### src/rtl/uart_rx_pkg.sv
// Shared types and constants for the uart_cmd_rx receiver.
// The PARITY state only exists when UART_RX_PARITY_EN is defined.
package uart_rx_pkg;

  localparam int OVERSAMPLE = 16;
  localparam int DATA_BITS  = 8;

  // Tick numbers within a bit at which the line is sampled; the last one decides.
  localparam logic [3:0] SAMPLE_T0 = 4'd7;
  localparam logic [3:0] SAMPLE_T1 = 4'd8;
  localparam logic [3:0] SAMPLE_T2 = 4'd9;

  localparam logic [2:0] LAST_BIT = 3'(DATA_BITS - 1);

`ifdef UART_RX_PARITY_EN
  typedef enum logic [2:0] {
    IDLE   = 3'd0,
    START  = 3'd1,
    DATA   = 3'd2,
    PARITY = 3'd3,
    STOP   = 3'd4,
    BREAK  = 3'd5
  } rx_state_t;
`else
  typedef enum logic [2:0] {
    IDLE   = 3'd0,
    START  = 3'd1,
    DATA   = 3'd2,
    STOP   = 3'd4,
    BREAK  = 3'd5
  } rx_state_t;
`endif

  // free_clk cycles per oversample tick, rounded to nearest.
  function automatic int calc_tick_div(input int clk_hz, input int baud);
    return (clk_hz + (baud * OVERSAMPLE) / 2) / (baud * OVERSAMPLE);
  endfunction

endpackage

### src/rtl/uart_cmd_rx_if.sv
// Received-byte handshake between uart_cmd_rx and its consumer.
// valid/ready: a byte transfers on a clock edge where rx_valid && rx_ready; rx_data is stable while rx_valid is high and unconsumed.
interface uart_cmd_rx_if;
  logic [7:0] rx_data;
  logic       rx_valid;
  logic       rx_ready;

  modport master (output rx_data, output rx_valid, input rx_ready);
  modport slave  (input rx_data, input rx_valid, output rx_ready);
endinterface

### src/rtl/uart_baud_tick.sv
// Oversample tick divider: one-cycle tick every TICK_DIV clocks, realigned by restart.
module uart_baud_tick #(
  parameter int TICK_DIV = 27
) (
  input  logic free_clk,
  input  logic rst_n,
  input  logic restart,
  output logic tick
);

  localparam int CW = (TICK_DIV > 1) ? $clog2(TICK_DIV) : 1;
  localparam logic [CW-1:0] LAST = CW'(TICK_DIV - 1);

  logic [CW-1:0] cnt_q;

  always_ff @(posedge free_clk or negedge rst_n) begin
    if (!rst_n) begin
      cnt_q <= '0;
    end else if (restart || (cnt_q == LAST)) begin
      cnt_q <= '0;
    end else begin
      cnt_q <= cnt_q + CW'(1);
    end
  end

  // A restart cycle never produces a tick, so the new bit timing starts clean.
  assign tick = (cnt_q == LAST) && !restart;

endmodule

### src/rtl/uart_cmd_rx.sv
// 16x oversampling UART receiver (8N1, or 8E1 with UART_RX_PARITY_EN) feeding a
// one-entry valid/ready holding register, with frame/overrun (and parity) error flags.
module uart_cmd_rx
  import uart_rx_pkg::*;
#(
  parameter int CLK_FREQ_HZ = 50000000,
  parameter int BAUD_RATE   = 115200
) (
  input  logic                 free_clk,
  input  logic                 rst_n,
  input  logic                 uart_rxd,
  uart_cmd_rx_if.master        rx_if,
  output logic                 frame_err,
  output logic                 overrun_err,
`ifdef UART_RX_PARITY_EN
  output logic                 parity_err,
`endif
  input  logic                 clr_err,
  output logic                 rx_busy,
  output rx_state_t            rx_state
);

  localparam int TICK_DIV = calc_tick_div(CLK_FREQ_HZ, BAUD_RATE);

  logic                 sync1_q, sync2_q;
  rx_state_t            state_q, state_d;
  logic [3:0]           tick_cnt_q, tick_cnt_d;
  logic [2:0]           bit_cnt_q, bit_cnt_d;
  logic [DATA_BITS-1:0] shreg_q, shreg_d;
  logic [1:0]           smp_q, smp_d;
  logic                 deliver_q, deliver_d;
  logic                 frame_err_q, frame_err_d;
`ifdef UART_RX_PARITY_EN
  logic                 par_bad_q, par_bad_d;
  logic                 parity_err_q, parity_err_d;
`endif

  logic       rxd_s;
  logic       restart, tick, maj;
  logic [3:0] tick_num;
  logic       at_t0, at_t1, at_t2, bit_end;

  logic [7:0] rx_data_q;
  logic       rx_valid_q, overrun_q;
  logic       load, ovr_set;

  uart_baud_tick #(.TICK_DIV(TICK_DIV)) u_tick (
    .free_clk (free_clk),
    .rst_n    (rst_n),
    .restart  (restart),
    .tick     (tick)
  );

  assign rxd_s    = sync2_q;
  assign tick_num = tick_cnt_q + 4'd1;
  assign at_t0    = tick && (tick_num == SAMPLE_T0);
  assign at_t1    = tick && (tick_num == SAMPLE_T1);
  assign at_t2    = tick && (tick_num == SAMPLE_T2);
  assign bit_end  = tick && (tick_num == 4'd0);
  // The third vote is the live line at tick 9, so the decision needs no extra flop.
  assign maj      = (smp_q[0] & smp_q[1]) | (smp_q[0] & rxd_s) | (smp_q[1] & rxd_s);

  always_comb begin
    state_d     = state_q;
    tick_cnt_d  = tick ? tick_num : tick_cnt_q;
    bit_cnt_d   = bit_cnt_q;
    shreg_d     = shreg_q;
    smp_d       = smp_q;
    deliver_d   = 1'b0;
    frame_err_d = 1'b0;
    restart     = 1'b0;
`ifdef UART_RX_PARITY_EN
    par_bad_d    = par_bad_q;
    parity_err_d = 1'b0;
`endif
    if (at_t0) smp_d[0] = rxd_s;
    if (at_t1) smp_d[1] = rxd_s;

    case (state_q)
      IDLE: begin
        if (!rxd_s) begin
          state_d    = START;
          tick_cnt_d = 4'd0;
          bit_cnt_d  = 3'd0;
          restart    = 1'b1;
`ifdef UART_RX_PARITY_EN
          par_bad_d  = 1'b0;
`endif
        end
      end
      START: begin
        if (at_t2 && maj) begin
          state_d = IDLE;
        end else if (bit_end) begin
          state_d = DATA;
        end
      end
      DATA: begin
        if (at_t2) shreg_d = {maj, shreg_q[DATA_BITS-1:1]};
        if (bit_end) begin
          bit_cnt_d = bit_cnt_q + 3'd1;
          if (bit_cnt_q == LAST_BIT) begin
`ifdef UART_RX_PARITY_EN
            state_d = PARITY;
`else
            state_d = STOP;
`endif
          end
        end
      end
`ifdef UART_RX_PARITY_EN
      PARITY: begin
        // Even parity: the parity bit equals the XOR of the data bits.
        if (at_t2 && (maj != ^shreg_q)) begin
          parity_err_d = 1'b1;
          par_bad_d    = 1'b1;
        end
        if (bit_end) state_d = STOP;
      end
`endif
      STOP: begin
        if (at_t2) begin
          if (maj) begin
            state_d = IDLE;
`ifdef UART_RX_PARITY_EN
            deliver_d = !par_bad_q;
`else
            deliver_d = 1'b1;
`endif
          end else begin
            frame_err_d = 1'b1;
            state_d     = BREAK;
          end
        end
      end
      BREAK: begin
        if (rxd_s) state_d = IDLE;
      end
      default: state_d = IDLE;
    endcase
  end

  always_ff @(posedge free_clk or negedge rst_n) begin
    if (!rst_n) begin
      sync1_q     <= 1'b1;
      sync2_q     <= 1'b1;
      state_q     <= IDLE;
      tick_cnt_q  <= 4'd0;
      bit_cnt_q   <= 3'd0;
      shreg_q     <= '0;
      smp_q       <= 2'b11;
      deliver_q   <= 1'b0;
      frame_err_q <= 1'b0;
`ifdef UART_RX_PARITY_EN
      par_bad_q    <= 1'b0;
      parity_err_q <= 1'b0;
`endif
    end else begin
      sync1_q     <= uart_rxd;
      sync2_q     <= sync1_q;
      state_q     <= state_d;
      tick_cnt_q  <= tick_cnt_d;
      bit_cnt_q   <= bit_cnt_d;
      shreg_q     <= shreg_d;
      smp_q       <= smp_d;
      deliver_q   <= deliver_d;
      frame_err_q <= frame_err_d;
`ifdef UART_RX_PARITY_EN
      par_bad_q    <= par_bad_d;
      parity_err_q <= parity_err_d;
`endif
    end
  end

  // Delivery lands one cycle after the stop decision; a same-cycle consume makes room.
  assign load    = deliver_q && (!rx_valid_q || rx_if.rx_ready);
  assign ovr_set = deliver_q && rx_valid_q && !rx_if.rx_ready;

  always_ff @(posedge free_clk or negedge rst_n) begin
    if (!rst_n) begin
      rx_data_q  <= 8'h00;
      rx_valid_q <= 1'b0;
      overrun_q  <= 1'b0;
    end else begin
      if (load) begin
        rx_data_q  <= shreg_q;
        rx_valid_q <= 1'b1;
      end else if (rx_valid_q && rx_if.rx_ready) begin
        rx_valid_q <= 1'b0;
      end
      if (ovr_set) begin
        overrun_q <= 1'b1;
      end else if (clr_err) begin
        overrun_q <= 1'b0;
      end
    end
  end

  assign rx_if.rx_data  = rx_data_q;
  assign rx_if.rx_valid = rx_valid_q;
  assign frame_err      = frame_err_q;
  assign overrun_err    = overrun_q;
`ifdef UART_RX_PARITY_EN
  assign parity_err     = parity_err_q;
`endif
  assign rx_busy        = (state_q != IDLE);
  assign rx_state       = state_q;

endmodule

### src/flat_wrapper.sv
// flat-port wrapper written by rule: the top's interface ports become plain ports
module uart_cmd_rx_flat import uart_rx_pkg::*;
#(
  parameter int CLK_FREQ_HZ = 50000000,
  parameter int BAUD_RATE   = 115200
)
  (free_clk, rst_n, uart_rxd, frame_err, overrun_err, clr_err, rx_busy, rx_state, rx_if_rx_data, rx_if_rx_valid, rx_if_rx_ready);
  uart_cmd_rx_if rx_if_i ();
  input  logic free_clk;
  input  logic rst_n;
  input  logic uart_rxd;
  output logic frame_err;
  output logic overrun_err;
  input  logic clr_err;
  output logic rx_busy;
  output rx_state_t rx_state;
  output wire logic [$bits(rx_if_i.rx_data)-1:0] rx_if_rx_data;
  output wire logic [$bits(rx_if_i.rx_valid)-1:0] rx_if_rx_valid;
  input wire logic [$bits(rx_if_i.rx_ready)-1:0] rx_if_rx_ready;
  assign rx_if_rx_data = rx_if_i.rx_data;
  assign rx_if_rx_valid = rx_if_i.rx_valid;
  assign rx_if_i.rx_ready = rx_if_rx_ready;
  uart_cmd_rx #(.CLK_FREQ_HZ(CLK_FREQ_HZ), .BAUD_RATE(BAUD_RATE)) u_core (.free_clk(free_clk), .rst_n(rst_n), .uart_rxd(uart_rxd), .rx_if(rx_if_i), .frame_err(frame_err), .overrun_err(overrun_err), .clr_err(clr_err), .rx_busy(rx_busy), .rx_state(rx_state));
endmodule
### config.mk
export PLATFORM = sky130hd
export DESIGN_NAME = uart_cmd_rx_flat
export DESIGN_NICKNAME = d
export VERILOG_FILES = /design/src/rtl/uart_rx_pkg.sv /design/src/rtl/uart_cmd_rx_if.sv /design/src/rtl/uart_baud_tick.sv /design/src/rtl/uart_cmd_rx.sv /design/src/flat_wrapper.sv
export SDC_FILE = /design/constraint.sdc
export NUM_CORES = 1
export LEC_CHECK = 0
export CAP_MARGIN = 20
export CORE_ASPECT_RATIO = 1.25
export CORE_MARGIN = 10
export CORE_UTILIZATION = 48
export DETAILED_ROUTE_END_ITERATION = 6
export DONT_BUFFER_PORTS = 1
export SLEW_MARGIN = 20
export SYNTH_ARGS = -nofsm -noshare
export SYNTH_HDL_FRONTEND = slang
export SYNTH_SLANG_ARGS = --single-unit
### constraint.sdc
create_clock -name free_clk -period 2.6 [get_ports free_clk]
set_input_delay 0.52 -clock free_clk [delete_from_list [all_inputs] [get_ports free_clk]]
set_output_delay 0.52 -clock free_clk [all_outputs]
set_load 0.05 [all_outputs]
==> results of run 1 <==
## layer usage
layer | vias to the layer above | share of wire (%) | GRT usage (%)
met3 | 8 | 5.9 | 3.94
met4 | 0 | 2.2 | 5.49
met1 | 613 | 41 | 11.5
li1 | 589 | - | -
met2 | 23 | 51 | 16.9
met5 | - | 0 | 0
## cell type report
cell class / count / area share, %
sequential: 39 / 45.6
clock buffer: 5 / 3.20
inverter: 10 / 1.75
tap: 54 / 3.14
multi-input combinational: 110 / 41.9
timing repair buffer: 5 / 2.33
clock inverter: 3 / 2.04
## placed cells by master (no fill, tap or decap), types with 2 or more instances in the layout
| master | Yosys | final |
|---|---|---|
| sky130_fd_sc_hd__buf_4 | 0 | 4 |
| sky130_fd_sc_hd__o21ai_0 | 7 | 7 |
| sky130_fd_sc_hd__dfrtp_1 | 35 | 35 |
| sky130_fd_sc_hd__dfstp_2 | 4 | 4 |
| sky130_fd_sc_hd__inv_1 | 10 | 10 |
| sky130_fd_sc_hd__nand2b_1 | 2 | 2 |
| sky130_fd_sc_hd__xor2_1 | 3 | 3 |
| sky130_fd_sc_hd__xnor2_1 | 3 | 3 |
| sky130_fd_sc_hd__nand4_1 | 3 | 3 |
| sky130_fd_sc_hd__mux2i_1 | 4 | 4 |
| sky130_fd_sc_hd__nand2_1 | 9 | 9 |
| sky130_fd_sc_hd__or3_2 | 2 | 2 |
| sky130_fd_sc_hd__clkbuf_8 | 0 | 5 |
| sky130_fd_sc_hd__nand3_1 | 9 | 9 |
| sky130_fd_sc_hd__mux2_2 | 18 | 18 |
| sky130_fd_sc_hd__nor2_1 | 10 | 10 |
| sky130_fd_sc_hd__a21oi_1 | 3 | 3 |
| sky130_fd_sc_hd__ha_1 | 8 | 8 |
| sky130_fd_sc_hd__o21a_1 | 3 | 3 |
## per-stage QoR
| step | setup WS, ns | utilization (%) | cell area (um2) |
|---|---|---|---|
| 6_report | 0.410 | 55.9 | 2150 |
| 5_1_grt | 0.348 | 55.9 | 2150 |
| 4_1_cts | 0.399 | 55.9 | 2150 |
| 3_5_place_dp | 0.588 | 52.4 | 2020 |
| 3_3_place_gp | 0.658 | 52.4 | 2020 |
| 2_1_floorplan | 0.492 | - | 1950 |
## cells by family (layout without fill, tap and decap cells)
| logic type | count (synthesis) | after routing |
|---|---|---|
| AND/OR/NAND/NOR | 52 | 52 |
| flip-flops | 39 | 39 |
| multiplexers | 22 | 22 |
| AO/OA/AOI/OAI | 20 | 20 |
| buffers and inverters | 14 | 23 |
| adder cells (fa/ha/maj) | 9 | 9 |
| XOR/XNOR | 7 | 7 |
## worst reg2reg max path: cells and delay by family, from the launching register on
family | cells | cell delay, ns
and+or+nand+nor | 2 | 0.62
AOI/OAI and AO/OA | 3 | 0.61
DFF | 1 | 0.42
adders and majority gates | 1 | 0.19
buffers and inverters | 1 | 0.07
## power by group through the flow
| stage | sequential (W) | combinational, W | clock, W |
|---|---|---|---|
| after floorplan | 0.000623 | 0.000000716 | 0 |
| after global placement | 0.000623 | 0.000000832 | 0 |
| after detailed placement | 0.000623 | 0.000000748 | 0 |
| after CTS | 0.000611 | 0.0000146 | 0.000514 |
| after global routing | 0.000612 | 0.0000160 | 0.000544 |
| final | 0.000611 | 0.0000138 | 0.000495 |
## state kept, by name, indices dropped and copies added (netlist names), 2 cells and up
name,count
u_core.u_tick.cnt_q,5
u_core.tick_cnt_q,4
u_core.smp_q,2
u_core.rx_state,3
u_core.rx_if.rx_data,8
u_core.bit_cnt_q,3
u_core.shreg_q,8
## how the worst max path moves through the flow
stage	from	end	cells after the start
final	u_core.rx_state[2]	rx_busy	3
after global routing	u_core.rx_state[2]	rx_busy	3
after CTS	u_core.rx_state[2]	rx_busy	3
after detailed placement	u_core.u_tick.cnt_q[0]	u_core.rx_state[1]	7
after global placement	u_core.u_tick.cnt_q[0]	u_core.rx_state[1]	7
after floorplan	u_core.rx_state[2]	u_core.u_tick.cnt_q[2]	5
==> results.yml, run 1 <==
outcome:
  run_status: "completed"
synthesis:
  yosysTopAreaCellShare_pct: 44.9
  synth-warning-count: 0
  synth_common_cells: "sky130_fd_sc_hd__dfrtp_1 (35), sky130_fd_sc_hd__mux2_2 (18), sky130_fd_sc_hd__inv_1 (10), sky130_fd_sc_hd__nor2_1 (10)"
  async_reset_ff_share_pct: 100
  ys_dominant_reg_cell: "sky130_fd_sc_hd__dfrtp_1"
  synth_area_per_cell_um2: 12.0
  mappedNetlistNets: 176
  synth_compound_area_share_pct: 6.93
  post_synth_xor_area_fraction_pct: 3.53
  postSynthRegisterBits: 39
  number_of_synthesized_flops_with_an_enable_pin: 0
  synth.area.top_cells: "sky130_fd_sc_hd__dfrtp_1 (45%), sky130_fd_sc_hd__mux2_2 (10%), sky130_fd_sc_hd__dfstp_2 (5.4%)"
  synth_top_family_by_area: "simple AND/OR/NAND/NOR gates"
  post_synth_instance_area_um2: 1950
  synth_simple_gate_area_share_pct: 17.6
  synthAdderAreaFrac_pct: 5.64
  synthMostInstantiatedCell: "sky130_fd_sc_hd__dfrtp_1"
  yosys.area.top_type: "sky130_fd_sc_hd__dfrtp_1"
  synth_mux_area_share_pct: 12.4
  netlist_instances: 163
  synth_sequential_area_ratio_pct: 50.3
  ys_types: 46
power_and_ir_drop:
  max-vdd-ir-drop_mv: 0.286
  share_seq_of_total_power_pct: 54.6
  totalPowerFinal_w: 0.00112
  comb_power_share_pct: 1.2
  power_density_nw_per_um2: 521
  p_sw_share_pct: 19.8
  p_int_w: 0.000898
  clock_network_fraction_of_total_power_pct: 44.2
  total_leakage_power_nw: 1.01
  net-switching-power_w: 0.000222
critical_path:
  timing.rr.end: "u_core.rx_state[1]"
  critical_path_class: "reg -> out"
  worstRegToRegCells: 7
  regToRegSetupSlack_ns: 0.58
  crit_path_start_kind: "flip-flop"
  crit_arrival_ns: 1.67
  cp_required_ns: 2.08
  critical-path-top-cell-by-count: "sky130_fd_sc_hd__buf_4"
  crit_family: "flip-flops"
  cp.buffers_inverters: 2
  slowest_delay_ns: 0.51
  critical_path.reg2reg.startpoint: "u_core.u_tick.cnt_q[0]"
  critical_path_peak_fanout: 9
  crit_slowest_cell: "sky130_fd_sc_hd__dfrtp_1"
  crit_path_end_kind: "primary output"
  critical_path.cell_chain: "buf_4 > or3_1 > buf_4"
min_path:
  timing.hold.worst.class: "in -> async"
cts:
  worstSkewPairLatency_ns: 0.29
  max-clock-path-buffers: 2
  tritoncts_clock_tree: "built"
  number_of_h_tree_levels: 2
  path_clk_slew_ns: 0.08
  cts_made_buffers: 5
  cts_sinks: 39
  cts.repair.resized: 0
  cts_hold_buf: 1
  post_cts.repair.setup_buffers: 0
  ctsRootBufferMaster: "sky130_fd_sc_hd__clkbuf_8"
floorplanning:
  initial_utilization_pct: 50.7
  core.rowCount: 25
  die_width_um: 77.0
  chipHeight_um: 91.3
  pin_count: 20
  placeableCoreArea_um2: 3850
  area_of_the_die_um2: 7030
drt:
  dr.pass1.iters: 4
  vias: 1233
  remaining_drc_errors: 0
  wirelength_um: 3480
  drt_first_iter_violations: 32
  route.detailed.vias_per_inst: 5.46
  antenna_left: 0
  wire_length_per_cell_um: 15.4
timing:
  fin_hold_ws_ns: 0.0534
  fin_tns_setup_ns: 0
  slew_headroom_pct: 67.3
  maxClockFrequency_ghz: 0.457
  period_share_pct: 84.2
  worst_clock_skew_ns: 0.00749
  setup_repair_after_global_routing_missed_its_margin: "no"
  timing.final.crit_period_ns: 2.19
  hold_viol: 0
  tightest_slew_ns: 0.486
  timing_max_transition_violations_final: 0
  setup_violations: 0
global_routing:
  grt_pass1_vias: 1269
  pin_count_of_the_biggest_net_entering_global_routing: 36
  number_of_antenna_violations_at_the_first_check_in_global_routing: 0
  total_congestion_overflow: 0
  grt_pass1_wl_um: 5930
  grtUsageTotal_pct: 10.4
placed_design:
  place.port_buffers: 0
  final_replace_weighted_congestion: 0.926
  dpl.hpwl_um: 2570
  dp.cells: 217
finish:
  antenna-diode-count: 0
  multiInputGateArea_um2: 901
  final.fill_count: 345
  area_growth_syn_to_layout_pct: 10.2
  number_of_nets_in_the_final_layout: 184
  final-seq-area_um2: 981
  post_route_cells_drive_above_1_share_pct: 27.3
  stdcell_count: 226
job:
  max_cap_violations: 0
No activity file was read; power rests on OpenSTA's default activity.
==> run 2: changes to the inputs <==
--- a/config.mk
+++ b/config.mk
@@ -11,6 +11,7 @@
 export CORE_UTILIZATION = 48
 export DETAILED_ROUTE_END_ITERATION = 6
 export DONT_BUFFER_PORTS = 1
+export PLACE_DENSITY = 0.65
 export SLEW_MARGIN = 20
 export SYNTH_ARGS = -nofsm -noshare
 export SYNTH_HDL_FRONTEND = slang
==> constraint.sdc (replaced) <==
create_clock -name free_clk -period 1.9 [get_ports free_clk]
set_input_delay 0.38 -clock free_clk [delete_from_list [all_inputs] [get_ports free_clk]]
set_output_delay 0.38 -clock free_clk [all_outputs]
set_load 0.05 [all_outputs]
==> results.yml, run 2 (synthesis gave the netlist of run 1 again) <==
timing:
  setup_violations: 0
  maxClockFrequency_ghz: 0.557
  period_share_pct: 94.4
  worst_clock_skew_ns: 0.00281
  tightest_slew_ns: 0.498
  hold_viol: 0
  fin_hold_ws_ns: 0.0796
  slew_headroom_pct: 66.8
  timing.final.crit_period_ns: 1.79
  timing_max_transition_violations_final: 0
power_and_ir_drop:
  power_density_nw_per_um2: 694
  p_sw_share_pct: 18.8
  p_int_w: 0.00126
  total_leakage_power_nw: 1.07
  share_seq_of_total_power_pct: 53.7
  comb_power_share_pct: 1.4
  totalPowerFinal_w: 0.00156
  max-vdd-ir-drop_mv: 0.386
  net-switching-power_w: 0.000293
  clock_network_fraction_of_total_power_pct: 44.8
cts:
  path_clk_slew_ns: 0.07
  number_of_h_tree_levels: 2
  tritoncts_clock_tree: "built"
  cts.repair.resized: 0
  cts_made_buffers: 5
  ctsRootBufferMaster: "sky130_fd_sc_hd__clkbuf_8"
  cts_sinks: 39
  max-clock-path-buffers: 2
  worstSkewPairLatency_ns: 0.29
floorplanning:
  initial_utilization_pct: 50.7
  core.rowCount: 25
  placeableCoreArea_um2: 3850
  pin_count: 20
  area_of_the_die_um2: 7030
  chipHeight_um: 91.3
  die_width_um: 77.0
critical_path:
  crit_family: "flip-flops"
  crit_arrival_ns: 1.95
  crit_path_start_kind: "flip-flop"
  critical_path_class: "reg -> reg"
  crit_slowest_cell: "sky130_fd_sc_hd__dfrtp_1"
  crit_path_end_kind: "flip-flop"
  cp_required_ns: 2.06
  cp.buffers_inverters: 1
  slowest_delay_ns: 0.38
  critical_path.cell_chain: "ha_1 > xor2_1 > nor3_4 > buf_4 > nand3_1 > o2111ai_1 > o221ai_1"
  critical_path.reg2reg.startpoint: "u_core.tick_cnt_q[0]"
  worst_setup_path_startpoint: "u_core.tick_cnt_q[0]"
  critical_path_peak_fanout: 8
drt:
  top_layer: "met4"
  remaining_drc_errors: 0
  route.detailed.vias_per_inst: 5.38
  wire_length_per_cell_um: 15.1
  vias: 1276
  detailroute.wirelength.met3_um: 201
  dr.pass1.iters: 4
  wl_met1_um: 1300
  wl_met2_um: 1980
  drt_first_iter_violations: 67
  wirelength_um: 3580
  antenna_left: 0
outcome:
  run_status: "completed"
finish:
  layout_common_cells: "sky130_fd_sc_hd__dfrtp_1 (34), sky130_fd_sc_hd__mux2_2 (18), sky130_fd_sc_hd__buf_4 (14)"
  final-seq-area_um2: 982
  antenna-diode-count: 0
  multiInputGateArea_um2: 906
  postLayoutCoreUtil_pct: 58.4
  area_growth_syn_to_layout_pct: 15.1
  final_common_cell: "sky130_fd_sc_hd__dfrtp_1"
  post_route_cells_drive_above_1_share_pct: 32.2
  final.fill_count: 332
  number_of_nets_in_the_final_layout: 195
global_routing:
  grt_pass1_wl_um: 6280
  number_of_antenna_violations_at_the_first_check_in_global_routing: 0
  total_congestion_overflow: 0
  grtUsageTotal_pct: 11.1
  grt_pass1_vias: 1362
  pin_count_of_the_biggest_net_entering_global_routing: 40
placed_design:
  place.port_buffers: 0
  dpl.hpwl_um: 2710
  final_replace_weighted_congestion: 0.883
job:
  max_cap_violations: 0
min_path:
  hold_start: "uart_rxd"
  timing.hold.worst.class: "in -> reg"
run 2: final timing paths:
path                       slack [ns]  depth (start not counted)                  to
hold reg to reg                  0.36                          0        u_core.rxd_s
setup / recovery                 0.11                          7  u_core.rx_state[2]
max in group asynchronous        1.10                          2        u_core.rxd_s
setup reg to reg                 0.11                          7  u_core.rx_state[2]
hold / removal                   0.08                          0      u_core.sync1_q
min in group asynchronous        0.54                          2  u_core.rx_state[1]
run 2: cell type report:
type                       instances  area share (%)
timing repair buffer              16            6.02
sequential                        39            43.7
tap                               54            3.01
multi-input combinational        110            40.3
clock buffer                       6            3.68
inverter                          10            1.67
clock inverter                     2            1.56
run 2: layer usage:
metal / GRT usage [%] / vias to the layer above
li1: - / 606
met5: 0 / -
met1: 10.7 / 631
met3: 4.04 / 10
met2: 19.7 / 29
met4: 6.55 / 0
run 2: power by group through the flow:
stage	Combinational (W)	Sequential [W]	Clock (W)
4_1_cts	0.0000244	0.000837	0.000728
3_3_place_gp	0.00000100	0.000853	0
2_1_floorplan	0.000000979	0.000852	0
6_report	0.0000223	0.000837	0.000699
5_1_grt	0.0000264	0.000837	0.000762
3_5_place_dp	0.00000102	0.000853	0
run 2: metrics by stage:
stage	worst slack (ns)	cell area, um2	std cells	setup TNS (ns)
floorplan	0.00217	1960	163	0
global placement	0.0874	2090	226	0
CTS	0.00503	2240	236	0
detailed placement	0.0133	2090	226	0
global route	-0.00362	2250	237	-0.00461
finish	0.105	2250	237	0
run 2: repair_timing:
item / 4_1_cts / 5_1_grt
setup endpoints to repair: 0 / 15
hold buffers: 2 / 0
endpoints found under the hold margin: 39 / 0
setup buffers: 0 / 1
